## config.mk

```make
export PLATFORM = sky130hd
export DESIGN_NAME = board_dump_uart_tx
export DESIGN_NICKNAME = d
export VERILOG_FILES = /design/src/rtl/board_dump_uart_tx.sv
export SDC_FILE = /design/constraint.sdc
export NUM_CORES = 1
export LEC_CHECK = 0
export CAP_MARGIN = 40
export CORE_UTILIZATION = 57
export DETAILED_ROUTE_END_ITERATION = 8
export GPL_TIMING_DRIVEN = 0
export PLACE_DENSITY = 0.84
export SYNTH_ARGS = -nofsm -noshare
export SYNTH_HDL_FRONTEND = slang
export SYNTH_SLANG_ARGS = --single-unit
```

## constraint.sdc

```tcl
create_clock -name clk_25MHz -period 2.5 [get_ports clk_25MHz]
set_input_delay 0.5 -clock clk_25MHz [delete_from_list [all_inputs] [get_ports clk_25MHz]]
set_output_delay 0.5 -clock clk_25MHz [all_outputs]
set_load 0.02 [all_outputs]
```

## src/rtl/board_dump_uart_tx.sv

```systemverilog
// Purpose : walk the game board through the debug readback port and stream it as ASCII text over UART 8N1.
// Latency : first start bit 3 clocks after start is accepted; each byte 10*BAUD_DIV clocks plus 3 idle clocks.
// Backpressure: none; start is ignored while busy (and in the done cycle), nothing is queued.
//
// Ports:
//   clk_25MHz, rst_n      clock, asynchronous active-low reset
//   start                 1-cycle dump request
//   d_piece_data          2-bit piece code returned for (d_r_row, d_r_col)
//   e_debug, read_board   debug enable / readback select toward the game top, high while dumping
//   d_r_row, d_r_col      readback address, held stable for the whole byte
//   uart_tx               serial line, idle high, LSB first
//   busy, done            dump in progress / 1-cycle completion pulse
module board_dump_uart_tx #(
  parameter int ROWS     = 8,
  parameter int COLS     = 8,
  parameter int BAUD_DIV = 217
) (
  input  logic       clk_25MHz,
  input  logic       rst_n,
  input  logic       start,
  input  logic [1:0] d_piece_data,
  output logic       e_debug,
  output logic       read_board,
  output logic [2:0] d_r_row,
  output logic [2:0] d_r_col,
  output logic       uart_tx,
  output logic       busy,
  output logic       done
);

  // chr walks the columns and then two extra slots for CR and LF
  localparam int CHR_W  = $clog2(COLS + 2);
  localparam int BAUD_W = $clog2(BAUD_DIV + 1);

  typedef enum logic [2:0] {
    S_IDLE,
    S_ADDR,
    S_SAMPLE,
    S_TX_START,
    S_TX_DATA,
    S_TX_STOP,
    S_NEXT
  } state_t;

  state_t              state_q, state_d;
  logic [2:0]          row_q, row_d;
  logic [CHR_W-1:0]    chr_q, chr_d;
  logic [7:0]          byte_q, byte_d;
  logic [BAUD_W-1:0]   baud_q, baud_d;
  logic [2:0]          bit_q, bit_d;
  logic                tx_q, tx_d;
  logic                busy_q, busy_d;
  logic                dbg_q, dbg_d;
  logic                done_q, done_d;
  logic                baud_last;

  assign baud_last = (baud_q == BAUD_W'(BAUD_DIV - 1));

  always_ff @(posedge clk_25MHz or negedge rst_n) begin
    if (!rst_n) begin
      state_q <= S_IDLE;
      row_q   <= '0;
      chr_q   <= '0;
      byte_q  <= '0;
      baud_q  <= '0;
      bit_q   <= '0;
      tx_q    <= 1'b1;
      busy_q  <= 1'b0;
      dbg_q   <= 1'b0;
      done_q  <= 1'b0;
    end else begin
      state_q <= state_d;
      row_q   <= row_d;
      chr_q   <= chr_d;
      byte_q  <= byte_d;
      baud_q  <= baud_d;
      bit_q   <= bit_d;
      tx_q    <= tx_d;
      busy_q  <= busy_d;
      dbg_q   <= dbg_d;
      done_q  <= done_d;
    end
  end

  always_comb begin
    state_d = state_q;
    row_d   = row_q;
    chr_d   = chr_q;
    byte_d  = byte_q;
    baud_d  = baud_q;
    bit_d   = bit_q;
    tx_d    = tx_q;
    busy_d  = busy_q;
    dbg_d   = dbg_q;
    done_d  = 1'b0;

    case (state_q)
      S_IDLE: begin
        tx_d = 1'b1;
        // done_q marks the completion cycle; a start landing there is dropped
        if (start && !done_q) begin
          row_d   = 3'(ROWS - 1);
          chr_d   = '0;
          busy_d  = 1'b1;
          dbg_d   = 1'b1;
          state_d = S_ADDR;
        end
      end

      // address is already on the port; give the game top one cycle to return data
      S_ADDR: state_d = S_SAMPLE;

      S_SAMPLE: begin
        if (chr_q == CHR_W'(COLS)) begin
          byte_d = 8'h0D;
        end else if (chr_q == CHR_W'(COLS + 1)) begin
          byte_d = 8'h0A;
        end else begin
          case (d_piece_data)
            2'b00:   byte_d = 8'h2E;
            2'b01:   byte_d = 8'h31;
            2'b10:   byte_d = 8'h32;
            default: byte_d = 8'h3F;
          endcase
        end
        baud_d  = '0;
        bit_d   = '0;
        tx_d    = 1'b0;
        state_d = S_TX_START;
      end

      S_TX_START: begin
        if (baud_last) begin
          baud_d  = '0;
          tx_d    = byte_q[0];
          state_d = S_TX_DATA;
        end else begin
          baud_d = baud_q + BAUD_W'(1);
        end
      end

      // byte_q is a shift register: bit 0 is always the bit on the line
      S_TX_DATA: begin
        if (baud_last) begin
          baud_d = '0;
          if (bit_q == 3'd7) begin
            tx_d    = 1'b1;
            state_d = S_TX_STOP;
          end else begin
            bit_d  = bit_q + 3'd1;
            byte_d = {1'b0, byte_q[7:1]};
            tx_d   = byte_q[1];
          end
        end else begin
          baud_d = baud_q + BAUD_W'(1);
        end
      end

      S_TX_STOP: begin
        if (baud_last) begin
          baud_d  = '0;
          state_d = S_NEXT;
        end else begin
          baud_d = baud_q + BAUD_W'(1);
        end
      end

      S_NEXT: begin
        if (chr_q != CHR_W'(COLS + 1)) begin
          chr_d   = chr_q + CHR_W'(1);
          state_d = S_ADDR;
        end else if (row_q != 3'd0) begin
          row_d   = row_q - 3'd1;
          chr_d   = '0;
          state_d = S_ADDR;
        end else begin
          done_d  = 1'b1;
          busy_d  = 1'b0;
          dbg_d   = 1'b0;
          state_d = S_IDLE;
        end
      end

      default: state_d = S_IDLE;
    endcase
  end

  assign e_debug    = dbg_q;
  assign read_board = dbg_q;
  assign busy       = busy_q;
  assign done       = done_q;
  assign uart_tx    = tx_q;
  // address parks at 0 when idle; CR/LF slots reuse column 0
  assign d_r_row    = busy_q ? row_q : 3'd0;
  assign d_r_col    = (busy_q && (chr_q < CHR_W'(COLS))) ? 3'(chr_q) : 3'd0;

endmodule

```

==> results.md <==
* Final Cycle Share at 91.4%
* Distinct cells, synth at 43
* Post-synthesis xor/xnor area fraction at 0.480%
* Routed Antenna Nets at 0
* Worst Path Required at 2000 ps
* Leading cell type in the layout, fill and taps excluded: dfrtp_1
* Main combinational cell family by area after synthesis: simple AND/OR/NAND/NOR gates
* Diode count at 0
* Final Skew at 12.1 ps
* Placed cells at 248
* Static leakage at 0.000972 uW
* First-pass GRT wire length at 6290 um
* CP delay by family, top: buffers and inverters
* Slew margin rel. at 59.1%
* Post-DR wirelength/cell at 14.2 um
* CP Max Fanout at 9
* Largest net degree at the start of global routing at 20
* Total number of vias at 1426
* P per Cell Area at 385 nW/um2
* IO Port Bufs at 15
* CTS tree: yes
* Hold Path Class: flop to flop
* Mux share of post-synthesis cell area at 9.40%
* Layout cells sized above 1 at 12.3%
* # DRC at 0
* CP Depth at 3
* Placer congestion estimate at 0.776
* Final hold slack at 520 ps
* Unrepaired setup endpoints after global routing: false
* Synth Area in Compound Gates at 14.4%
* Worst vdd rail ir drop at 0.195 mV
* Post-route setup TNS at 0 ps
* WP data arrival at 1780 ps
* Post-DP HPWL at 2770 um
* Non-filler cells in the finished layout at 255
* Post-Synth Adder-Cell Area at 8.24%
* Clk pin slew, worst setup/hold paths at 100 ps
* Cell taking the most area after synthesis: dfrtp_1
* First drt pass iteration count at 4
* Outcome: finished clean
* Synthesized flop and latch total at 30
* Post-Route WL at 3630 um
* Sequential area share after synthesis at 41.2%
* Mapped cell area at 1820 um2
* Syn Inst Count at 188
* Worst Setup Start Kind: flop
* Syn avg cell area at 9.70 um2
* Core area at 3050 um2
* Ys Warns at 0
* Worst-Skew Late Latency at 340 ps
* Crit. End Element: primary output
* Root Driver: clkbuf_4
* Initial antenna violation count at 0
* Post-layout minimum cycle time at 2280 ps
* GR Overflow Total at 0
* Total setup buffers inserted after CTS at 0
* Simple-gate share of the synthesized area at 21.1%
* Syn Nets at 205
* H-tree depth at 2
* Post-CTS sizing at 0
* Clock Tree Buf Depth at 2
* Met3 WL at 113 um
* DRT iter0 DRCs at 46
* Number of vias per cell at 5.59
* Asr flop ratio synth at 100%
* I/O pin total at 16
* Nets at 228
* Routed wl met2 at 1830 um
* CTS sink cnt at 30
* Slew Limit Fails at 0
* Vias in the first global route at 1431
* Wl on met1 at 1650 um
* Post-synth EDFFs at 0
* Die Wd at 58.6 um
* Critical path class: flop to primary output
* Worst reg-to-reg path cell count at 5
* CP cell instances: nor2b_1, and2_1, clkdlybuf4s50_1
* Final hold vios at 0
* Max layer used: met4
* Cts hold-fix bufs at 0
* Max-cap viol count at 0
* Most frequent cells in the layout: dfrtp_1 (29), inv_1 (16), nand2_1 (15), clkdlybuf4s50_1 (15), ha_1 (12)
* Die area at 3430 um2
* TritonCTS Buffers at 5
* Synth top area share at 39.8%
* Initial core utilization at 59.7%
* Area Overhead vs Synth at 15.4%
* Highest clock rate at 438 MHz
* DIE HEIGHT at 58.6 um
* Global-route usage over all layers at 24.4%
* Synth area leaders: dfrtp_1 (40%), ha_1 (8.2%), mux2_2 (5.6%)
* Critical Path Max Stage Delay at 600 ps
* Crit path buffers/inverters at 1
* Crit-path slowest cell: clkdlybuf4s50_1
* Rows at 20
* Filler cells at 261
* Hold depth at 1
* Top FF cell, synth: dfrtp_1
* Worst-Margin Slew at 611 ps
* Setup violators final at 0
==> layer usage <==
metal | vias to the layer above | GRT usage [%]
met1 | 686 | 29.4
met2 | 26 | 43.2
met5 | - | 0
li1 | 707 | -
met3 | 7 | 5.93
met4 | 0 | 7.14
==> final cells by class <==
cell class	count	area [um2]	area share, %
Multi-Input combinational cell	135	977	46.5
Timing Repair Buffer	16	178	8.45
Clock buffer	5	37.5	1.78
Buffer	7	33.8	1.61
Clock inverter	2	10.0	0.476
Sequential cell	30	752	35.8
Tap cell	44	55.1	2.62
Inverter	16	60.1	2.86
==> cells in the mapped netlist (3+ instances only) <==
cell,n
dfrtp_1,29
mux2_2,9
and3_1,3
clkbuf_1,3
nand3_1,4
a21oi_1,10
nand2_1,15
a211oi_1,3
and2_1,10
o21ai_0,9
inv_1,16
mux2i_1,7
a22o_1,4
nor2_1,10
nor3_1,7
nand2b_1,3
ha_1,12
nand3b_1,4
==> worst paths after layout <==
path / from / endpoint / slack (ps)
worst max-delay path: e_debug / d_r_col[2] / 220
worst min-delay path: byte_q[0] / byte_q[0] / 520
worst max register to register: bit_q[0] / byte_q[2] / 260
worst min register to register: byte_q[0] / byte_q[0] / 520
max in group asynchronous: rst_n / row_q[0] / 1450
min in group asynchronous: rst_n / byte_q[4] / 530
==> worst reg2reg max path, delay by kind of cell (launching register included) <==
kind	cells	cell delay, ps
simple gates	1	560
fa+ha+maj	2	430
mux	1	390
flops	1	410
compound gates	1	340
==> cells by family (layout without fill, tap and decap cells) <==
family	count (synthesis)	after routing
flops	30	30
mux	16	16
fa+ha+maj	12	12
buf+inv	23	46
compound gates	38	38
xor+xnor	1	1
simple gates	68	68
==> state kept, by name, indices dropped and copies added (netlist names) <==
name     flops
done         1
byte_q       6
chr_q        4
baud_q       8
uart_tx      1
row_q        3
e_debug      1
bit_q        3
state_q      3
==> per-stage QoR <==
stage | worst slack (ps) | utilization, % | cell area, um2 | power [uW]
5_1_grt | 84.1 | 68.9 | 2100 | 840
6_report | 215 | 68.9 | 2100 | 810
3_3_place_gp | 327 | 66.4 | 2030 | 538
3_5_place_dp | 269 | 67.3 | 2060 | 547
4_1_cts | 192 | 68.9 | 2100 | 813
2_1_floorplan | 422 | - | 1820 | 520
==> where the power goes <==
part	switching [uW]	internal, uW
clock network	173	101
logic	20.7	20.7
registers	3.53	491
total	197	613
Power figures use the tool's default switching activity.
